File: config.mk
export PLATFORM = sky130hd
export DESIGN_NAME = unidade_controle_rodadas
export DESIGN_NICKNAME = d
export VERILOG_FILES = /design/src/rtl/unidade_controle_rodadas.sv
export SDC_FILE = /design/constraint.sdc
export NUM_CORES = 1
export LEC_CHECK = 0
export ABC_AREA = 1
export BUFFER_PORTS_ARGS = -buffer_cell sky130_fd_sc_hd__buf_2
export CAP_MARGIN = 10
export CORE_AREA = 2 2 39 41
export CTS_BUF_LIST = sky130_fd_sc_hd__clkbuf_4 sky130_fd_sc_hd__clkbuf_8 sky130_fd_sc_hd__clkbuf_16
export CTS_CLUSTER_DIAMETER = 30
export CTS_CLUSTER_SIZE = 40
export DETAILED_ROUTE_END_ITERATION = 10
export DIE_AREA = 0 0 41 43
export PLACE_DENSITY = 0.7
export REMOVE_ABC_BUFFERS = 1
export SLEW_MARGIN = 0
export SYNTH_ARGS = -nofsm -noshare
export SYNTH_HDL_FRONTEND = slang
export SYNTH_SLANG_ARGS = --single-unit
File: constraint.sdc
create_clock -name clock -period 2.4 [get_ports clock]
set_clock_uncertainty 0.15 [all_clocks]
set_input_delay 0.72 -clock clock [delete_from_list [all_inputs] [get_ports clock]]
set_output_delay 0.72 -clock clock [all_outputs]
set_load 0.05 [all_outputs]
File: src/rtl/unidade_controle_rodadas.sv
// Moore FSM that sequences the round-based memory-game datapath.
// Optional TIMEOUT_EN macro enables the play-timer timeout path.
module unidade_controle_rodadas (
    input  logic       clock,
    input  logic       reset,
    input  logic       iniciar,
    input  logic       jogada,
    input  logic       igual,
    input  logic       enderecoIgualLimite,
    input  logic       fimL,
    input  logic       fim_timer,
    output logic       zeraC,
    output logic       contaC,
    output logic       zeraL,
    output logic       contaL,
    output logic       zeraR,
    output logic       registraR,
    output logic       zera_timer,
    output logic       conta_timer,
    output logic       pronto,
    output logic       acertou,
    output logic       errou,
    output logic       timeout,
    output logic [3:0] db_estado
);

    typedef enum logic [3:0] {
        inicial        = 4'h0,
        preparacao     = 4'h1,
        inicio_rodada  = 4'h2,
        espera_jogada  = 4'h3,
        registra       = 4'h4,
        comparacao     = 4'h5,
        proxima_jogada = 4'h6,
        proxima_rodada = 4'h7,
        fim_acertou    = 4'hA,
        fim_timeout    = 4'hD,
        fim_errou      = 4'hE
    } state_t;

    state_t state;
    state_t next_state;
    logic   timer_expired;

`ifdef TIMEOUT_EN
    assign timer_expired = fim_timer;
`else
    assign timer_expired = 1'b0;
`endif

    always_ff @(posedge clock or negedge reset) begin
        if (!reset) state <= inicial;
        else        state <= next_state;
    end

    always_comb begin
        next_state = inicial;
        case (state)
            inicial:        next_state = iniciar ? preparacao : inicial;
            preparacao:     next_state = inicio_rodada;
            inicio_rodada:  next_state = espera_jogada;
            espera_jogada: begin
                if (jogada)             next_state = registra;
                else if (timer_expired) next_state = fim_timeout;
                else                    next_state = espera_jogada;
            end
            registra:       next_state = comparacao;
            comparacao: begin
                if (!igual)                          next_state = fim_errou;
                else if (enderecoIgualLimite && fimL) next_state = fim_acertou;
                else if (enderecoIgualLimite)         next_state = proxima_rodada;
                else                                  next_state = proxima_jogada;
            end
            proxima_jogada: next_state = espera_jogada;
            proxima_rodada: next_state = inicio_rodada;
            fim_acertou:    next_state = iniciar ? preparacao : fim_acertou;
            fim_timeout:    next_state = iniciar ? preparacao : fim_timeout;
            fim_errou:      next_state = iniciar ? preparacao : fim_errou;
            default:        next_state = inicial;
        endcase
    end

    always_comb begin
        zeraC       = 1'b0;
        contaC      = 1'b0;
        zeraL       = 1'b0;
        contaL      = 1'b0;
        zeraR       = 1'b0;
        registraR   = 1'b0;
        zera_timer  = 1'b0;
        conta_timer = 1'b0;
        pronto      = 1'b0;
        acertou     = 1'b0;
        errou       = 1'b0;
        timeout     = 1'b0;
        case (state)
            preparacao: begin
                zeraC      = 1'b1;
                zeraL      = 1'b1;
                zeraR      = 1'b1;
                zera_timer = 1'b1;
            end
            inicio_rodada: begin
                zeraC      = 1'b1;
                zera_timer = 1'b1;
            end
`ifdef TIMEOUT_EN
            espera_jogada:  conta_timer = 1'b1;
`endif
            registra:       registraR = 1'b1;
            proxima_jogada: begin
                contaC     = 1'b1;
                zera_timer = 1'b1;
            end
            proxima_rodada: contaL = 1'b1;
            fim_acertou: begin
                pronto  = 1'b1;
                acertou = 1'b1;
            end
            fim_errou: begin
                pronto = 1'b1;
                errou  = 1'b1;
            end
`ifdef TIMEOUT_EN
            fim_timeout: begin
                pronto  = 1'b1;
                timeout = 1'b1;
            end
`else
            fim_timeout:    pronto = 1'b1;
`endif
            default: ;
        endcase
    end

    assign db_estado = state;

endmodule

After elaboration in Yosys (flattened, before gate mapping):

Cells that the tools add are included.

* register bits: 4
* latch bits: 0
* memory bits (writable): 0
* ROM bits: 0
* input port bits: 8
* output and inout port bits: 16
* logic and storage cells: 36
* memories kept: 0

* add/subtract/negate cells: 0
* multipliers: 0
* divide/modulo/power cells: 0
* $lt $le $gt $ge: 0
* equal/unequal tests: 10
* shift operators: 0
* mux-type cells: 18
* bitwise logic cells: 0
* reduce and logical (&&, ||, !) cells: 7

Operators by type and width (number)
* 4-bit case mux with 9 select lines: 1
* 4-bit 2-to-1 mux: 5
* 4-bit by 3-bit equality test with 1-bit output, second input constant: 4
* 4-bit equality test, second input constant: 3
* 1-bit 2-to-1 mux: 11
* 4-bit by 2-bit equality test with 1-bit output, second input constant: 2
* 2-bit OR reduction: 3
* 3-bit OR reduction: 2
* 4-bit by 1-bit equality test with 1-bit output, second input constant: 1
* 4-bit zero test: 1
* 3-bit 2-to-1 mux: 1
* 1-bit logical AND: 1

Logic depth before layout (Yosys ltp):

Gate-level depths: netlist of the first run.

* depth after elaboration: 4
* mapped depth: 7
* mapped depth without buffers: 7

Least setup slack after synthesis of the first run:

Ideal clock, no wire load.

* path type: reg-to-output
* start: register state[0], in the netlist db_estado[0]
* end: output port zeraR
* arrival time: 1.633 ns
* required time: 1.530 ns
* path slack: -0.103 ns
* cell stages (with the launch flop): 6
* path buffers: 1
* cells stage by stage: dfrtp_1 > inv_1 > nor2_1 > nand2_1 > inv_1 > buf_4

* word-level cells in the longest chain between the ends: 2

Ends and longest elaborated chain
* start: declaration: RTL line 41 `state_t state;`
* start signal: assignment: RTL line 52 `if (!reset) state <= inicial;`
* start signal: assignment: RTL line 53 `else state <= next_state;`
* 4-bit by 1-bit equality test with 1-bit output
* 1-bit 2-to-1 mux
* end: declaration: RTL line 16 `output logic zeraR,`

Every way passes these cells.

Worst setup path in the final report of the first run:

* start: register state[2], in the netlist db_estado[2]
* end: output port zeraR

* word-level cells in the longest chain between the ends: 2

Ends and longest elaborated chain
* 4-bit by 1-bit equality test with 1-bit output: RTL line 96 `case (state)`
* 1-bit 2-to-1 mux: RTL line 96

Every way passes these cells.

==> PnR_summary.wiki, run 1 <==
{| class="wikitable"
! Metric !! Value
|-
| Site Rows || 14
|-
| Sink count of the clock tree || 4
|-
| Most repeated cell in the gate-level netlist after synthesis || sky130_fd_sc_hd__nand2_1
|-
| Dominant combinational cell family by area after synthesis || simple AND/OR/NAND/NOR gates
|-
| Number of detailed-route iterations in the first pass || 4
|-
| CTS tree || yes
|-
| Maximum fanout along the worst path || 7
|-
| Pleak || 0.359 nW
|-
| Biggest area contributors in the synthesized netlist || sky130_fd_sc_hd__dfrtp_1 (26%), sky130_fd_sc_hd__nand2_1 (23%), sky130_fd_sc_hd__inv_1 (12%)
|-
| Minimum clock period || 2.21 ns
|-
| Number of vias per cell || 4.32
|-
| Fraction of the yosys area taken by sequential cells || 26.1%
|-
| Via count || 454
|-
| Net count reported at finish || 99
|-
| Vias in the first global route || 367
|-
| Post-Syn Area per Cell || 5.65 um2
|-
| Fill cell count || between 150 and 200
|-
| Number of synthesized flops with an enable pin || 0
|-
| Die Height || ~43 um
|-
| Num ports || 24
|-
| Data required time at the worst endpoint || 1.53 ns
|-
| Post CTS Setup Buffer Count || 0
|-
| Synth cell types || 13
|-
| DPL Wire Length || 752 um
|-
| Aggregate global-route resource usage || 11.7%
|-
| Post-synth top cells || sky130_fd_sc_hd__nand2_1 (24), sky130_fd_sc_hd__inv_1 (12), sky130_fd_sc_hd__nor2_1 (9)
|-
| Die Wd || 41 um
|-
| Number of DRC markers after the initial detailed-route iteration || 22
|-
| Number of buffers between clock root and the deepest sink || 2
|-
| Core area || approximately 0.0014 mm2
|-
| Number of flip-flops in the largest register || 4
|-
| Post-route antenna net violation count || 0
|-
| Highest clock rate || 0.451 GHz
|-
| Hold Vio Cnt, Final || 0
|-
| FF+latch count, synth || 4
|-
| Post-layout power || 789 uW
|-
| Die Outline Area || 0.00176 mm2
|-
| Cell chosen for the clock root || sky130_fd_sc_hd__clkbuf_4
|-
| Initial antenna violation count || 0
|-
| Total power density per cell area || 1550 mW/mm2
|-
| Area used by sequential logic in the layout || approximately 100 um2
|-
| Proportion of register bits with asynchronous set or reset after synthesis || 100%
|-
| Max rail drop VDD || 891 uV
|-
| Setup crit end kind || output pin
|-
| Count of input and output buffers || 20
|-
| Inserted Clock Buffers || 3
|-
| Number of pins with negative max-slew slack in the final report || 0
|-
| Multiplexer fraction of the synthesized cell area || 0%
|-
| Remaining routing DRC violations || 0
|-
| CP startpoint kind || flop
|-
| Clock transition at path regs || 0.04 ns
|-
| Cell type with the largest total area after synthesis || sky130_fd_sc_hd__dfrtp_1
|-
| Post-synthesis share of cell area spent on full adders, half adders and majority gates || 0%
|-
| Cells after Synth || ~70
|-
| Data arrival time at the worst-slack endpoint || 1.34 ns
|-
| Worst hold path type || primary input to async pin
|-
| Proportion of layout cells with a drive suffix above 1 || 32.6%
|-
| Pin count of the biggest net entering global routing || 8
|-
| Number of failing setup endpoints in the final timing report || 0
|-
| Classification of the worst setup path || flop to output pin
|-
| Post-synth top area share || 26.1%
|-
| Post-synthesis share of cell area spent on and, or, nand and nor gates || 54.4%
|-
| Final Routed Wirelength || 896 um
|-
| Clk Latency, worst-skew pair || 0.23 ns
|-
| Number of antenna cells inserted || 0
|-
| Synth Flop Type || sky130_fd_sc_hd__dfrtp_1
|-
| Max-cap violations || 0
|-
| Area of the mapped netlist || between 300 and 400 um2
|-
| First-pass GRT wire length || 1440 um
|-
| Number of gates resized after CTS || 0
|-
| Global route total overflow || 0
|-
| Number of H-tree branching levels || 1
|-
| RSZ-0062 raised after global routing || no
|-
| Warnings from Yosys || 0
|-
| Area Overhead vs Synth || 32.2%
|-
| Post-synthesis share of cell area spent on xor and xnor gates || 0%
|-
| Area used by multi-input combinational logic || 216 um2
|-
| Initial core utilization || between 20% and 30%
|-
| Status || complete, no violations
|-
| Mean routed wirelength per cell || 8.53 um
|-
| Post-CTS Hold Buffers || 0
|-
| Share of the cycle needed by the critical path after routing || 92.3%
|-
| Gpl congestion || 0.838
|-
| Accumulated negative setup slack || 0 ns
|-
| Synthesized-area fraction occupied by ao, oa, aoi and oai cells || 0%
|}
-- cell families after synthesis --
| logic type | count (synthesis) |
|---|---|
| buffers and inverters | 16 |
| flip-flops | 4 |
| AND/OR/NAND/NOR | 47 |
| other | 1 |
-- worst max-delay path, cell delays in order (launching register included) --
cell and delay, ns:
sky130_fd_sc_hd__dfrtp_1 0.44, sky130_fd_sc_hd__nor2_1 0.25, sky130_fd_sc_hd__nand2_1 0.10, sky130_fd_sc_hd__inv_1 0.07, sky130_fd_sc_hd__buf_2 0.25
-- cells in the final DEF (no fill, tap or decap) --
cell / Yosys / final
sky130_fd_sc_hd__buf_2: 0 / 20
sky130_fd_sc_hd__clkbuf_4: 0 / 3
sky130_fd_sc_hd__conb_1: 1 / 2
sky130_fd_sc_hd__dfrtp_1: 4 / 4
sky130_fd_sc_hd__inv_1: 12 / 12
sky130_fd_sc_hd__inv_2: 1 / 1
sky130_fd_sc_hd__nand2_1: 24 / 24
sky130_fd_sc_hd__nand2_2: 2 / 2
sky130_fd_sc_hd__nand3_1: 6 / 6
sky130_fd_sc_hd__nand3_2: 1 / 1
sky130_fd_sc_hd__nand3b_1: 1 / 1
sky130_fd_sc_hd__nand4_1: 2 / 2
sky130_fd_sc_hd__nor2_1: 9 / 9
sky130_fd_sc_hd__nor2_2: 2 / 2
-- routing by layer --
metal	wire length, um	part of all wire, %	global-route usage (%)	vias up
met2	413	46	15.9	21
met5	0	0	0	-
met3	77	8.6	4.71	0
met4	0	0	4.00	0
li1	-	-	-	242
met1	404	45	16.3	191
-- report_power, final --
group	total (mW)	internal, mW	leakage [nW]	switching (mW)
logic	0.578	0.124	0.294	0.454
registers	0.131	0.0940	0.0508	0.0374
clock network	0.0798	0.0557	0.0138	0.0241
-- final timing paths --
path / from / to / slack (ns) / cells after the start
setup / recovery: db_estado[2]$_DFF_PN0_ / zeraR / 0.19 / 4
hold / removal: reset / db_estado[3]$_DFF_PN0_ / 0.14 / 1
setup reg to reg: db_estado[3]$_DFF_PN0_ / db_estado[0]$_DFF_PN0_ / 1.15 / 6
hold reg to reg: db_estado[3]$_DFF_PN0_ / db_estado[1]$_DFF_PN0_ / 0.54 / 2
max in group asynchronous: reset / db_estado[0]$_DFF_PN0_ / 1.85 / 1
min in group clock: db_estado[3]$_DFF_PN0_ / db_estado[1]$_DFF_PN0_ / 0.54 / 2
-- per-stage QoR --
step                instance area, um2  util, %  setup slack [ns]  hold slack [ns]  std cells
finish                             508     36.7             0.185            0.136        105
global route                       508     36.7            0.0530            0.125        105
CTS                                508     36.7             0.178            0.132        105
detailed placement                 485     35.1             0.424            0.375        102
global placement                   485     35.1             0.433            0.375        102
floorplan                          365        -            -0.102            0.274         66
-- final cells by class --
cell class,instances,area share (%)
multi-input cells,49,42.6
flip-flops and latches,4,19.7
inverters,13,9.61
well taps,16,3.94
repair buffers,20,19.7
clock buffers,3,4.43
No activity file was read; power rests on OpenSTA's default activity.
==> inputs of run 2 (changes only) <==
--- a/config.mk
+++ b/config.mk
@@ -6,7 +6,7 @@
 export NUM_CORES = 1
 export LEC_CHECK = 0
 export ABC_AREA = 1
-export BUFFER_PORTS_ARGS = -buffer_cell sky130_fd_sc_hd__buf_2
+export BUFFER_PORTS_ARGS = -buffer_cell sky130_fd_sc_hd__buf_4
 export CAP_MARGIN = 10
 export CORE_AREA = 2 2 39 41
 export CTS_BUF_LIST = sky130_fd_sc_hd__clkbuf_4 sky130_fd_sc_hd__clkbuf_8 sky130_fd_sc_hd__clkbuf_16
==> run 2 against run 1 <==
Net effect:
- via count rose by 2.6%
- non-clock buffer count unchanged
- combinational power rose by 10%
- hold slack got worse by 0.015 ns
- first-iteration DRC count shrank 18%
- utilization grew 3.6 points
- setup slack gained 0.029 ns
- die area unchanged
- fmax increased by 1.3%
- largest cell class unchanged
==> PnR_summary.wiki, run 2 (synthesized netlist as in run 1, its figures left out) <==
{| class="wikitable"
! Metric !! Value
|-
| Status || complete, no violations
|-
| Initial core utilization || 27.8% (unchanged)
|-
| Area Overhead vs Synth || 45.3%
|-
| Clock transition at path regs || 0.04 ns (about the same)
|-
| Clk Latency, worst-skew pair || 0.23 ns (about the same)
|-
| Core area || 0.00138 mm2 (unchanged)
|-
| R2r worst-path depth || 5 (-1)
|-
| Sink count of the clock tree || 4 (unchanged)
|-
| Post-layout power || 854 uW (+8.2%)
|-
| Classification of the worst setup path || flop to output pin
|-
| Gpl congestion || 0.837 (-0.11%)
|-
| Net count reported at finish || 99 (unchanged)
|-
| Buf/Inv on CP || 1 (-1)
|-
| Destination of the critical timing path || zera_timer
|-
| Data required time at the worst endpoint || 1.53 ns (about the same)
|-
| Total power density per cell area || 1530 mW/mm2 (-1.5%)
|-
| Via count || 466 (+2.6%)
|-
| Die Wd || 41 um (unchanged)
|-
| Number of buffers between clock root and the deepest sink || 2 (unchanged)
|-
| Number of gates resized after CTS || 0 (unchanged)
|-
| Post-CTS Hold Buffers || 0 (unchanged)
|-
| Worst hold path type || primary input to async pin
|-
| Number of H-tree branching levels || 1 (unchanged)
|-
| Cell area after placement || 536 um2 (+10%)
|-
| Pleak || 0.367 nW (+2.2%)
|-
| Cell-by-cell listing of the critical path || nor2_1 -> nand2_1 -> nand2_1 -> buf_4
|-
| Max-cap violations || 0 (unchanged)
|-
| Number of detailed-route iterations in the first pass || 4 (unchanged)
|-
| Maximum fanout along the worst path || 7 (unchanged)
|-
| Max rail drop VDD || 689 uV (-23%)
|-
| Library cell contributing the largest single delay on the critical path || sky130_fd_sc_hd__dfrtp_1
|-
| Launch instance of the worst register-to-register path || db_estado[2]$_DFF_PN0_
|-
| Critical path startpoint || db_estado[2]$_DFF_PN0_
|-
| Number of pins with negative max-slew slack in the final report || 0 (unchanged)
|-
| Initial antenna violation count || 0 (unchanged)
|-
| Relative contribution of the clock network to total power || 9.8% (-0.3 points)
|-
| Critical path depth || 4 (unchanged)
|-
| Vias in the first global route || 400 (+9.0%)
|-
| Die Height || 43 um (unchanged)
|-
| Count of input and output buffers || 20 (unchanged)
|-
| CP startpoint kind || flop
|-
| Psw || 532 uW (+3.2%)
|-
| Relative contribution of sequential cells to total power || 15.6% (-1.0 points)
|-
| Cell chosen for the clock root || sky130_fd_sc_hd__clkbuf_4
|-
| Leading cell type in the layout, fill and taps excluded || sky130_fd_sc_hd__nand2_1
|-
| Mean routed wirelength per cell || 9.07 um (+6.2%)
|-
| Number of DRC markers after the initial detailed-route iteration || 18 (-18%)
|-
| Post CTS Setup Buffer Count || 0 (unchanged)
|-
| Longest individual stage delay on the worst path || 0.44 ns (about the same)
|-
| Highest clock rate || 0.457 GHz (+1.3%)
|-
| Setup crit end kind || output pin
|-
| Pin count of the biggest net entering global routing || 8 (unchanged)
|-
| Inserted Clock Buffers || 3 (unchanged)
|-
| Share of the cycle needed by the critical path after routing || 91.1% (-1.2 points)
|-
| Commonest cells after routing, fill and taps aside || sky130_fd_sc_hd__nand2_1 (24), sky130_fd_sc_hd__buf_4 (20), sky130_fd_sc_hd__inv_1 (12), sky130_fd_sc_hd__nor2_1 (9), sky130_fd_sc_hd__nand3_1 (6)
|-
| Aggregate global-route resource usage || 12.4% (+0.71 points)
|-
| Proportion of layout cells with a drive suffix above 1 || 32.6% (unchanged)
|-
| Cell type group with the largest total delay on the critical path || flip-flops
|-
| Remaining routing DRC violations || 0 (unchanged)
|-
| Final Routed Wirelength || 952 um (+6.3%)
|-
| CTS tree || yes
|-
| Portion of total power attributed to combinational logic || 74.6% (+1.4 points)
|-
| Number of vias per cell || 4.44 (+2.6%)
|-
| Switching power as a share of total power || 62.2% (-3.0 points)
|-
| First-pass GRT wire length || 1500 um (+4.8%)
|-
| Flop2flop setup slack || 1.15 ns (about the same)
|-
| Cell-internal power || 323 uW (+18%)
|-
| Final design instance area without fill || 558 um2 (+9.9%)
|-
| Number of failing setup endpoints in the final timing report || 0 (unchanged)
|-
| Post-route antenna net violation count || 0 (unchanged)
|-
| Num ports || 24 (unchanged)
|-
| Most used cell, CP || sky130_fd_sc_hd__nand2_1
|-
| Hold Vio Cnt, Final || 0 (unchanged)
|-
| Number of antenna cells inserted || 0 (unchanged)
|-
| Worst reg2reg endpoint || db_estado[0]$_DFF_PN0_
|-
| Minimum clock period || 2.19 ns (-0.0286 ns)
|-
| Global route total overflow || 0 (unchanged)
|-
| Site Rows || 14 (unchanged)
|-
| Die Outline Area || 0.00176 mm2 (unchanged)
|-
| Data arrival time at the worst-slack endpoint || 1.32 ns (-0.02 ns)
|-
| RSZ-0062 raised after global routing || no
|-
| DPL Wire Length || 797 um (+6.0%)
|-
| Number of flip-flops in the largest register || 4 (unchanged)
|}
run 2: layout make-up:
| type | instances | area (um2) |
|---|---|---|
| Clock buffer | 3 | 22.5 |
| Fill cell | 158 | 826 |
| Inverter | 13 | 48.8 |
| Multi-Input combinational cell | 49 | 216 |
| Sequential cell | 4 | 100 |
| Tap cell | 16 | 20.0 |
| Timing Repair Buffer | 20 | 150 |
run 2: worst min-delay path by stage:
stage	endpoint	startpoint	slack [ns]
global placement	db_estado[0]$_DFF_PN0_	reset	0.37
finish	db_estado[2]$_DFF_PN0_	reset	0.12
global route	db_estado[0]$_DFF_PN0_	reset	0.12
CTS	db_estado[0]$_DFF_PN0_	reset	0.12
detailed placement	db_estado[1]$_DFF_PN0_	reset	0.37
floorplan	db_estado[0]$_DFF_PN0_	reset	0.27
run 2: worst register-to-register path, stage by stage, from the launching register on:
cell	delay, ns
sky130_fd_sc_hd__dfrtp_1	0.44
sky130_fd_sc_hd__nor2_1	0.25
sky130_fd_sc_hd__nand3_1	0.13
sky130_fd_sc_hd__nand2_1	0.08
sky130_fd_sc_hd__inv_1	0.04
sky130_fd_sc_hd__nand3_1	0.08
run 2: through the flow:
step	std cells	utilization (%)	worst slack, ns	TNS (ns)	hold slack (ns)
floorplan	66	-	-0.102	-0.285	0.274
global placement	102	38.7	0.487	0	0.367
detailed placement	102	38.7	0.466	0	0.367
CTS	105	40.3	0.211	0	0.119
global route	105	40.3	0.0971	0	0.116
finish	105	40.3	0.214	0	0.121
run 2: per-layer routing:
layer	track usage, %	vias up	share of wire (%)	wire, um
li1	-	239	-	-
met1	16.3	204	42	397
met3	1.57	2	7.4	70
met2	17.5	21	49	471
met4	9.33	0	1.3	12
met5	0	-	0	0
run 2: power by group through the flow:
| stage | Clock (mW) | Combinational, mW | Sequential (mW) |
|---|---|---|---|
| after floorplan | 0 | 0.377 | 0.213 |
| after global placement | 0 | 0.631 | 0.133 |
| after detailed placement | 0 | 0.636 | 0.135 |
| after CTS | 0.0857 | 0.638 | 0.134 |
| after global routing | 0.0923 | 0.679 | 0.141 |
| final | 0.0836 | 0.637 | 0.133 |
